==> src/rtl/frog_game_fsm_pkg.sv <==
// Shared constants and types for the frog game-flow controller.
// Optional feature macro: FROG_INVULN_EN (see frog_game_fsm.sv).
package frog_game_fsm_pkg;

    // State encodings seen on o_State
    localparam logic [2:0] C_ST_IDLE = 3'd0;
    localparam logic [2:0] C_ST_PLAY = 3'd1;
    localparam logic [2:0] C_ST_HIT  = 3'd2;
    localparam logic [2:0] C_ST_WIN  = 3'd3;
    localparam logic [2:0] C_ST_OVER = 3'd4;

    localparam logic [8:0] C_GOAL_Y    = 9'd0;
    localparam int         C_NUM_LIVES = 3;

    // Width of the frame/guard counters; holds every load value in use
    localparam int CNT_W = 8;

    typedef enum logic [2:0] {
        ST_IDLE = C_ST_IDLE,
        ST_PLAY = C_ST_PLAY,
        ST_HIT  = C_ST_HIT,
        ST_WIN  = C_ST_WIN,
        ST_OVER = C_ST_OVER
    } state_e;

    function automatic logic [2:0] sat_dec3(input logic [2:0] v);
        return (v == 3'd0) ? 3'd0 : v - 3'd1;
    endfunction

    function automatic logic [3:0] sat_inc4(input logic [3:0] v);
        return (v == 4'd15) ? 4'd15 : v + 4'd1;
    endfunction

endpackage

==> src/rtl/frog_game_fsm_if.sv <==
// Signal bundle between the game-flow controller and its neighbours.
// o_Invuln only exists when FROG_INVULN_EN is defined.
interface frog_game_fsm_if;
    logic       i_Frame_Tick;
    logic       i_Start;
    logic       i_Has_Collided;
    logic [8:0] i_Frog_Y;
    logic [2:0] o_State;
    logic [2:0] o_Lives;
    logic [3:0] o_Level;
    logic       o_Respawn;
    logic       o_Freeze;
`ifdef FROG_INVULN_EN
    logic       o_Invuln;

    modport master (
        output i_Frame_Tick, i_Start, i_Has_Collided, i_Frog_Y,
        input  o_State, o_Lives, o_Level, o_Respawn, o_Freeze, o_Invuln
    );
    modport slave (
        input  i_Frame_Tick, i_Start, i_Has_Collided, i_Frog_Y,
        output o_State, o_Lives, o_Level, o_Respawn, o_Freeze, o_Invuln
    );
`else
    modport master (
        output i_Frame_Tick, i_Start, i_Has_Collided, i_Frog_Y,
        input  o_State, o_Lives, o_Level, o_Respawn, o_Freeze
    );
    modport slave (
        input  i_Frame_Tick, i_Start, i_Has_Collided, i_Frog_Y,
        output o_State, o_Lives, o_Level, o_Respawn, o_Freeze
    );
`endif
endinterface

==> src/rtl/frog_game_fsm_frame_countdown.sv <==
// Loadable down-counter stepped by the frame tick; load wins over tick,
// so a tick coinciding with the load is dropped.
import frog_game_fsm_pkg::*;

module frame_countdown #(
    parameter int W = CNT_W
) (
    input  logic         i_Clk,
    input  logic         i_Reset,
    input  logic         i_Load,
    input  logic [W-1:0] i_Load_Val,
    input  logic         i_Tick,
    output logic         o_Zero
);
    logic [W-1:0] cnt_q;

    // Counter register: reset, load, or tick-driven decrement down to zero
    always_ff @(posedge i_Clk) begin
        if (i_Reset)
            cnt_q <= '0;
        else if (i_Load)
            cnt_q <= i_Load_Val;
        else if (i_Tick && cnt_q != '0)
            cnt_q <= cnt_q - 1'b1;
    end

    assign o_Zero = (cnt_q == '0);
endmodule

==> src/rtl/frog_game_fsm.sv <==
// Game-flow controller: lives, level, play/hit/win/over sequencing,
// respawn pulse and freeze gating. All outputs are registered.
// Optional feature macro: FROG_INVULN_EN adds a post-respawn
// invulnerability window and the o_Invuln output.
import frog_game_fsm_pkg::*;

module frog_game_fsm #(
    parameter int         NUM_LIVES     = C_NUM_LIVES,
    parameter int         HIT_FRAMES    = 60,
    parameter int         WIN_FRAMES    = 30,
    parameter logic [8:0] GOAL_Y        = C_GOAL_Y,
    parameter int         GUARD_CYCLES  = 2
`ifdef FROG_INVULN_EN
    ,parameter int        INVULN_FRAMES = 90
`endif
) (
    input  logic            i_Clk,
    input  logic            i_Reset,
    frog_game_fsm_if.slave  bus
);
    state_e             state_q, state_d;
    logic [2:0]         lives_q, lives_d;
    logic [3:0]         level_q, level_d;
    logic [CNT_W-1:0]   guard_q, guard_d;
    logic               respawn_q, respawn_d;
    logic               freeze_q, freeze_d;
    logic               fc_load;
    logic [CNT_W-1:0]   fc_val;
    logic               fc_zero;
    logic               coll_masked;

    // Shared HIT/WIN countdown
    frame_countdown #(.W(CNT_W)) u_frame_cd (
        .i_Clk      (i_Clk),
        .i_Reset    (i_Reset),
        .i_Load     (fc_load),
        .i_Load_Val (fc_val),
        .i_Tick     (bus.i_Frame_Tick),
        .o_Zero     (fc_zero)
    );

`ifdef FROG_INVULN_EN
    logic inv_zero;

    // Every entry into PLAY carries a respawn, so that pulse reloads the window
    frame_countdown #(.W(CNT_W)) u_invuln_cd (
        .i_Clk      (i_Clk),
        .i_Reset    (i_Reset),
        .i_Load     (respawn_d),
        .i_Load_Val (CNT_W'(INVULN_FRAMES)),
        .i_Tick     (bus.i_Frame_Tick),
        .o_Zero     (inv_zero)
    );

    assign coll_masked  = (guard_q != '0) || !inv_zero;
    assign bus.o_Invuln = !inv_zero;
`else
    assign coll_masked  = (guard_q != '0);
`endif

    // State and game-progress registers
    always_ff @(posedge i_Clk) begin
        if (i_Reset) begin
            state_q   <= ST_IDLE;
            lives_q   <= 3'(NUM_LIVES);
            level_q   <= 4'd0;
            guard_q   <= '0;
            respawn_q <= 1'b0;
            freeze_q  <= 1'b1;
        end else begin
            state_q   <= state_d;
            lives_q   <= lives_d;
            level_q   <= level_d;
            guard_q   <= guard_d;
            respawn_q <= respawn_d;
            freeze_q  <= freeze_d;
        end
    end

    // Next-state, counter loads and respawn decision
    always_comb begin
        state_d   = state_q;
        lives_d   = lives_q;
        level_d   = level_q;
        guard_d   = guard_q;
        respawn_d = 1'b0;
        fc_load   = 1'b0;
        fc_val    = '0;

        if (state_q == ST_PLAY && guard_q != '0)
            guard_d = guard_q - 1'b1;

        case (state_q)
            ST_IDLE, ST_OVER: begin
                if (bus.i_Start) begin
                    state_d   = ST_PLAY;
                    respawn_d = 1'b1;
                    lives_d   = 3'(NUM_LIVES);
                    level_d   = 4'd0;
                    guard_d   = CNT_W'(GUARD_CYCLES);
                end
            end
            ST_PLAY: begin
                // Collision is checked first so it beats a same-cycle goal
                if (!coll_masked && bus.i_Has_Collided) begin
                    state_d = ST_HIT;
                    lives_d = sat_dec3(lives_q);
                    fc_load = 1'b1;
                    fc_val  = CNT_W'(HIT_FRAMES);
                end else if (bus.i_Frog_Y == GOAL_Y) begin
                    state_d = ST_WIN;
                    level_d = sat_inc4(level_q);
                    fc_load = 1'b1;
                    fc_val  = CNT_W'(WIN_FRAMES);
                end
            end
            ST_HIT: begin
                if (fc_zero) begin
                    if (lives_q == 3'd0) begin
                        state_d = ST_OVER;
                    end else begin
                        state_d   = ST_PLAY;
                        respawn_d = 1'b1;
                        guard_d   = CNT_W'(GUARD_CYCLES);
                    end
                end
            end
            ST_WIN: begin
                if (fc_zero) begin
                    state_d   = ST_PLAY;
                    respawn_d = 1'b1;
                    guard_d   = CNT_W'(GUARD_CYCLES);
                end
            end
            default: state_d = ST_IDLE;
        endcase
    end

    assign freeze_d      = (state_d != ST_PLAY);

    assign bus.o_State   = state_q;
    assign bus.o_Lives   = lives_q;
    assign bus.o_Level   = level_q;
    assign bus.o_Respawn = respawn_q;
    assign bus.o_Freeze  = freeze_q;
endmodule

==> src/flat_wrapper.sv <==
// flat-port wrapper written by rule: the top's interface ports become plain ports
module frog_game_fsm_flat 
#(
    parameter int         NUM_LIVES     = C_NUM_LIVES,
    parameter int         HIT_FRAMES    = 60,
    parameter int         WIN_FRAMES    = 30,
    parameter logic [8:0] GOAL_Y        = C_GOAL_Y,
    parameter int         GUARD_CYCLES  = 2

)
  (i_Clk, i_Reset, bus_i_Frame_Tick, bus_i_Start, bus_i_Has_Collided, bus_i_Frog_Y, bus_o_State, bus_o_Lives, bus_o_Level, bus_o_Respawn, bus_o_Freeze);
  frog_game_fsm_if bus_i ();
  input  logic i_Clk;
  input  logic i_Reset;
  input wire logic [$bits(bus_i.i_Frame_Tick)-1:0] bus_i_Frame_Tick;
  input wire logic [$bits(bus_i.i_Start)-1:0] bus_i_Start;
  input wire logic [$bits(bus_i.i_Has_Collided)-1:0] bus_i_Has_Collided;
  input wire logic [$bits(bus_i.i_Frog_Y)-1:0] bus_i_Frog_Y;
  output wire logic [$bits(bus_i.o_State)-1:0] bus_o_State;
  output wire logic [$bits(bus_i.o_Lives)-1:0] bus_o_Lives;
  output wire logic [$bits(bus_i.o_Level)-1:0] bus_o_Level;
  output wire logic [$bits(bus_i.o_Respawn)-1:0] bus_o_Respawn;
  output wire logic [$bits(bus_i.o_Freeze)-1:0] bus_o_Freeze;
  assign bus_i.i_Frame_Tick = bus_i_Frame_Tick;
  assign bus_i.i_Start = bus_i_Start;
  assign bus_i.i_Has_Collided = bus_i_Has_Collided;
  assign bus_i.i_Frog_Y = bus_i_Frog_Y;
  assign bus_o_State = bus_i.o_State;
  assign bus_o_Lives = bus_i.o_Lives;
  assign bus_o_Level = bus_i.o_Level;
  assign bus_o_Respawn = bus_i.o_Respawn;
  assign bus_o_Freeze = bus_i.o_Freeze;
  frog_game_fsm #(.NUM_LIVES(NUM_LIVES), .HIT_FRAMES(HIT_FRAMES), .WIN_FRAMES(WIN_FRAMES), .GOAL_Y(GOAL_Y), .GUARD_CYCLES(GUARD_CYCLES)) u_core (.i_Clk(i_Clk), .i_Reset(i_Reset), .bus(bus_i));
endmodule
==> config.mk <==
export PLATFORM = sky130hd
export DESIGN_NAME = frog_game_fsm_flat
export DESIGN_NICKNAME = d
export VERILOG_FILES = /design/src/rtl/frog_game_fsm_pkg.sv /design/src/rtl/frog_game_fsm_if.sv /design/src/rtl/frog_game_fsm_frame_countdown.sv /design/src/rtl/frog_game_fsm.sv /design/src/flat_wrapper.sv
export SDC_FILE = /design/constraint.sdc
export NUM_CORES = 1
export LEC_CHECK = 0
export ABC_AREA = 1
export CAP_MARGIN = 30
export CORE_MARGIN = 2
export CORE_UTILIZATION = 48
export DETAILED_ROUTE_END_ITERATION = 16
export GPL_ROUTABILITY_DRIVEN = 0
export PLACE_DENSITY = 0.75
export SLEW_MARGIN = 15
export SYNTH_ARGS = -nofsm -noshare
export SYNTH_HDL_FRONTEND = slang
export SYNTH_SLANG_ARGS = --single-unit
==> constraint.sdc <==
create_clock -name i_Clk -period 1.4 [get_ports i_Clk]
set_input_delay 0.35 -clock i_Clk [delete_from_list [all_inputs] [get_ports i_Clk]]
set_output_delay 0.35 -clock i_Clk [all_outputs]
set_load 0.01 [all_outputs]
======== Word-level counts from Yosys, hierarchy flattened ========
Index checks and enable logic that the tools add are counted.
storage, ports and cells
  register bits ........................... 28
  bits of input ports ..................... 14
operators by class
  add/sub/neg operators ................... 4
  equality and inequality tests ........... 10
  muxes and demuxes ....................... 35
  reductions and logical operators ........ 15
operator list
  cell                   number
  $mux W8                9
  $mux W3                9
  $pmux W8 S3            1
  $mux W4                4
  $reduce_bool A8 Y1     2
  $sub A8 B1 Y8 const B  2
  $pmux W3 S4            1
  $logic_not A9 Y1       1
  $logic_not A8 Y1       1
  $ne A2 B2 Y1 const B   4
  $pmux W4 S2            1
  $mux W1                7
  $eq A3 B2 Y1 const B   2
  $logic_not A3 Y1       2
  $pmux W3 S2            1
  $mux W5                1
  $add A4 B1 Y4 const B  1
  $eq A4 B4 Y1 const B   1
  $reduce_and A4 Y1      1
  $reduce_bool A2 Y1     2
  $eq A3 B1 Y1 const B   1
  $eq A3 B3 Y1 const B   1
  $logic_and A1 B1 Y1    3
  $ne A3 B1 Y1 const B   1
  5 further kinds        5

======== Logic depth before layout (Yosys ltp) ========
  word-level depth ........................ 6
  depth in mapped cells ................... 11
  mapped depth without buffers ............ 11

======== Cells and area by module ========
From an unflattened synthesis, not the netlist that was laid out.
second synthesis, totals
  cell total of the unflattened synthesis .. 287
  area total of the unflattened synthesis .. 1,835.5 sq um
by module, submodules not included
  module           instances  cells each  area each (sq um)
  frog_game_fsm    1          183         1,234.9
  frame_countdown  1          104         600.6

======== Least setup slack after synthesis ========
No wires, ideal clock.
  kind .................................... reg2reg
  start ................................... reg u_core.guard_q[0]
  end ..................................... reg u_core.lives_q[1] (netlist: u_core.bus.o_Lives[1])
  arrival ................................. 1.336 ns
  slack ................................... -0.051 ns
  stages on the path, launching flop included .. 10
  path buffers ............................ 0
  clock period less this slack ............ 1.451 ns
  cell sequence ........................... dfxtp_1 inv_1 ha_1 nand3_4 nor2_8 nand3_4 nand2_1 nand2_1 a21oi_2 nand2_1
between the ends
  longest elaborated chain between the ends .. 5
ends and longest elaborated chain
  element                      line                  RTL
  from (decl)                  frog_game_fsm.sv:24   logic [CNT_W-1:0] guard_q, guard_d;
  from (signal assigned)       frog_game_fsm.sv:74   guard_q <= guard_d;
  $reduce_bool A8 Y1           frog_game_fsm.sv:58   assign coll_masked = (guard_q != '0);
  $logic_not A1 Y1             frog_game_fsm.sv:105  if (!coll_masked && bus.i_Has_Collided) begin
  $logic_and A1 B1 Y1          frog_game_fsm.sv:105
  $ne A2 B2 Y1 (no line)       -
  $reduce_and A3 Y1 (no line)  -
  to (signal assigned)         frog_game_fsm.sv:65   lives_q <= 3'(NUM_LIVES);
  to (signal assigned)         frog_game_fsm.sv:72   lives_q <= lives_d;
  to (decl)                    frog_game_fsm.sv:22   logic [2:0] lives_q, lives_d;
Every way passes these cells.
A chain may end at the register's enable or synchronous reset.

======== Worst setup path after layout ========
  start ................................... reg u_core.guard_q[0]
  end ..................................... reg u_core.u_frame_cd.cnt_q[0]
between the ends
  longest elaborated chain between the ends .. 6
  elaborated cells between the ends (all ways) .. 9
  classes of those cells .................. mux: 5; reduce/logical: 4
ends and longest elaborated chain
  element                                               line                                 RTL
  $reduce_bool A8 Y1 *                                  frog_game_fsm.sv:58
  $logic_not A1 Y1 *                                    frog_game_fsm.sv:105
  $logic_and A1 B1 Y1 *                                 frog_game_fsm.sv:105
  $mux W8 / $mux W1 (equally long branches)             frog_game_fsm.sv:105
  $mux W8 / $mux W1 (equally long branches)             frog_game_fsm.sv:93                  case (state_q)
  $mux W8 / $reduce_bool A2 Y1 (equally long branches)  -
  to (signal assigned)                                  frog_game_fsm_frame_countdown.sv:22  cnt_q <= i_Load_Val;
  to (signal assigned)                                  frog_game_fsm_frame_countdown.sv:24  cnt_q <= cnt_q - 1'b1;
  to (decl)                                             frog_game_fsm_frame_countdown.sv:15  logic [W-1:0] cnt_q;
Every way passes the cells marked *; elsewhere a longest branch is shown, timed or not.

==> flow_summary.yaml <==
run_status:
  outcome: "finished, violations left"
  violations: "negative setup slack"
worst_setup_path:
  criticalPathCategory: "flip-flop to flip-flop"
  crit_arrival_ns: 1.64
  end_kind: "flip-flop"
  path_max_fanout: 8
  startpoint_type: "flip-flop"
  crit_required_ns: 1.64
timing:
  slew_violations: 0
  fin_crit_ns: 1.41
  fin_crit_sh_pct: 100
  worstMarginPinSlew_ns: 0.250
  finalSetupViolations: 1
  grt_setup_unrepaired: "yes"
  fmax_mhz: 711
  maxSlewHeadroom_pct: 83.2
  tns_ns: -0.00699
  fin_ws_ns: -0.00699
  fin_hold_ws_ns: 0.473
  finalHoldViolCount: 0
  fin_skew_ns: 0.0135
power:
  cellLeakagePower_nw: 1.07
  power.density_nw_per_um2: 1750
  power_switching_w: 0.00185
  seqPwrFrac_pct: 26.8
  vdd_ir_drop_max_mv: 0.901
  pwr-share-comb_pct: 60.5
  power_w: 0.00426
  clkPwrFrac_pct: 12.8
  p_int_w: 0.00241
  p_sw_share_pct: 43.5
synthesis:
  synthTopCellsByArea: "dfxtp_1 (33%), nand2_1 (8.2%), nor2_1 (6.0%)"
  avgSynthCellArea_um2: 7.40
  synthesis.nets: 245
  ys_types: 30
  synth_top_area_share_pct: 33.2
  synth_top_area_cell: "dfxtp_1"
  synth_warnings: 0
  syn_area_um2: 1690
  seq_area_frac_synth_pct: 33.2
  syn_inst: 228
  synth_seq_cells: 28
final_layout:
  drive_gt1_share_pct: 42.8
  fin_nets: 301
  layout_commonest_cell: "nand2_1"
  final_cell_mix: "nand2_1 (32), buf_4 (24), nor2_1 (19), inv_1 (18), nand3_1 (17)"
  syn_to_final_growth_pct: 44.7
  antenna_cells: 0
detailed_routing:
  ant_nets: 0
  drt-initial-drc-count: 111
  drt_wl_total_mm: 3.92
  viasPerCell: 4.96
  drc: 0
  drt_pass1_iterations: 6
  vias: 1633
  wl_per_cell_um: 11.9
die:
  rows: 21
  io_pins: 26
  coreArea_um2: 3360
  die_h_um: 63.3
  initial_core_util_pct: 50.1
  fp.dieW_um: 63.3
  die_area_um2: 4000
clock_network:
  clockBufferDepth: 2
  numCtsBuffers: 3
  cts_tree: "yes"
  cts_root_buffer: "clkbuf_4"
  cts.htree.levels: 1
  clk_latency_ns: 0.34
  path_clk_slew_ns: 0.17
  cts_sinks: 28
  cts_hold_buf: 0
global_routing:
  grt_usage_pct: 20.0
  antenna_found_initial: 0
  grt_max_degree: 17
  grt_pass1_vias: 1520
  grt_overflow_total: 0
  grt_pass1_wl_mm: 6.50
worst_hold_path:
  hold_path_class: "flip-flop to flip-flop"
placed_design:
  dpl.hpwl_mm: 2.70
  io_buffers: 25
job:
  drv_cap: 0
stage by stage:
step	instances	area [um2]	worst slack, ns	utilization (%)
final	329	2440	-0.00699	72.6
after global routing	329	2440	-0.0891	72.6
after CTS	327	2290	0.00131	68.0
after detailed placement	321	2170	-0.328	64.5
after global placement	321	2170	-0.305	64.5
after floorplan	228	1700	0.0153	-
routing by layer:
metal	track usage, %	part of all wire, %	up-vias	wire (um)
met3	3.93	4.3	8	169
met5	0	0	-	0
li1	-	-	840	-
met4	5.98	1.7	0	68
met1	25.4	46	738	1790
met2	34.2	48	47	1890
worst paths after layout:
kind,from,endpoint,slack [ns],cells after the start
max,u_core.guard_q[0]$_SDFF_PP0_,u_core.u_frame_cd.cnt_q[0]$_SDFFE_PP0P_,-0.007,9
min,u_core.bus.o_Lives[2]$_SDFFE_PP0P_,u_core.bus.o_Lives[2]$_SDFFE_PP0P_,0.47,2
max reg2reg,u_core.guard_q[0]$_SDFF_PP0_,u_core.u_frame_cd.cnt_q[0]$_SDFFE_PP0P_,-0.007,9
min reg2reg,u_core.bus.o_Lives[2]$_SDFFE_PP0P_,u_core.bus.o_Lives[2]$_SDFFE_PP0P_,0.47,2
power groups by stage:
stage	clock, W	combinational, W	sequential (W)
2_1_floorplan	0	0.00148	0.00112
3_3_place_gp	0	0.00207	0.00111
3_5_place_dp	0	0.00211	0.00111
4_1_cts	0.000551	0.00228	0.00111
5_1_grt	0.000587	0.00283	0.00116
6_report	0.000545	0.00258	0.00114
critical path, stage by stage, from the launching register on:
cell and delay (ns):
dfxtp_2 0.36, inv_2 0.06, ha_4 0.14, nand3_4 0.10, nor2_8 0.15, nand3_4 0.16, nand2_4 0.16, nor2_2 0.06
inv_2 0.07, a21oi_1 0.04
layout make-up:
class,count,area (um2)
Clock inverter,1,30.0
Clock buffer,3,22.5
Sequential cell,28,579
Multi-Input combinational cell,163,1140
Timing Repair Buffer,53,469
Tap cell,46,57.6
Inverter,35,141
Fill cell,271,922
cells in the mapped netlist (all sizes together):
cell type / number
a21oi: 14
a31oi: 1
buf: 2
clkinv: 2
dfxtp: 28
ha: 3
inv: 33
nand2: 50
nand3: 25
nand4: 6
nor2: 37
nor3: 4
o21ai: 14
or2: 2
xnor2: 1
xor2: 6
cell families after synthesis:
kind of cell / count (synthesis) / share of synthesized area [%]
simple gates: 124 / 41.2
buf+inv: 37 / 9.05
compound gates: 29 / 10.6
flops: 28 / 33.2
xor+xnor: 7 / 3.64
fa+ha+maj: 3 / 2.23
sequential cells by signal (all words and copies together) (netlist names):
register,cells
u_core.guard_q,8
u_core.u_frame_cd.cnt_q,8
u_core.bus.o_Level,4
u_core.bus.o_Lives,3
u_core.bus.o_State,3
u_core.bus.o_Freeze,1
u_core.bus.o_Respawn,1
timing repair:
action / in CTS / in global routing
buffers inserted: 2 / 3
pin swaps: 11 / 15
resized for setup: 36 / 42
gates cloned: 0 / 0
setup endpoints to repair: 31 / 26
No activity file was read; power rests on OpenSTA's default activity.
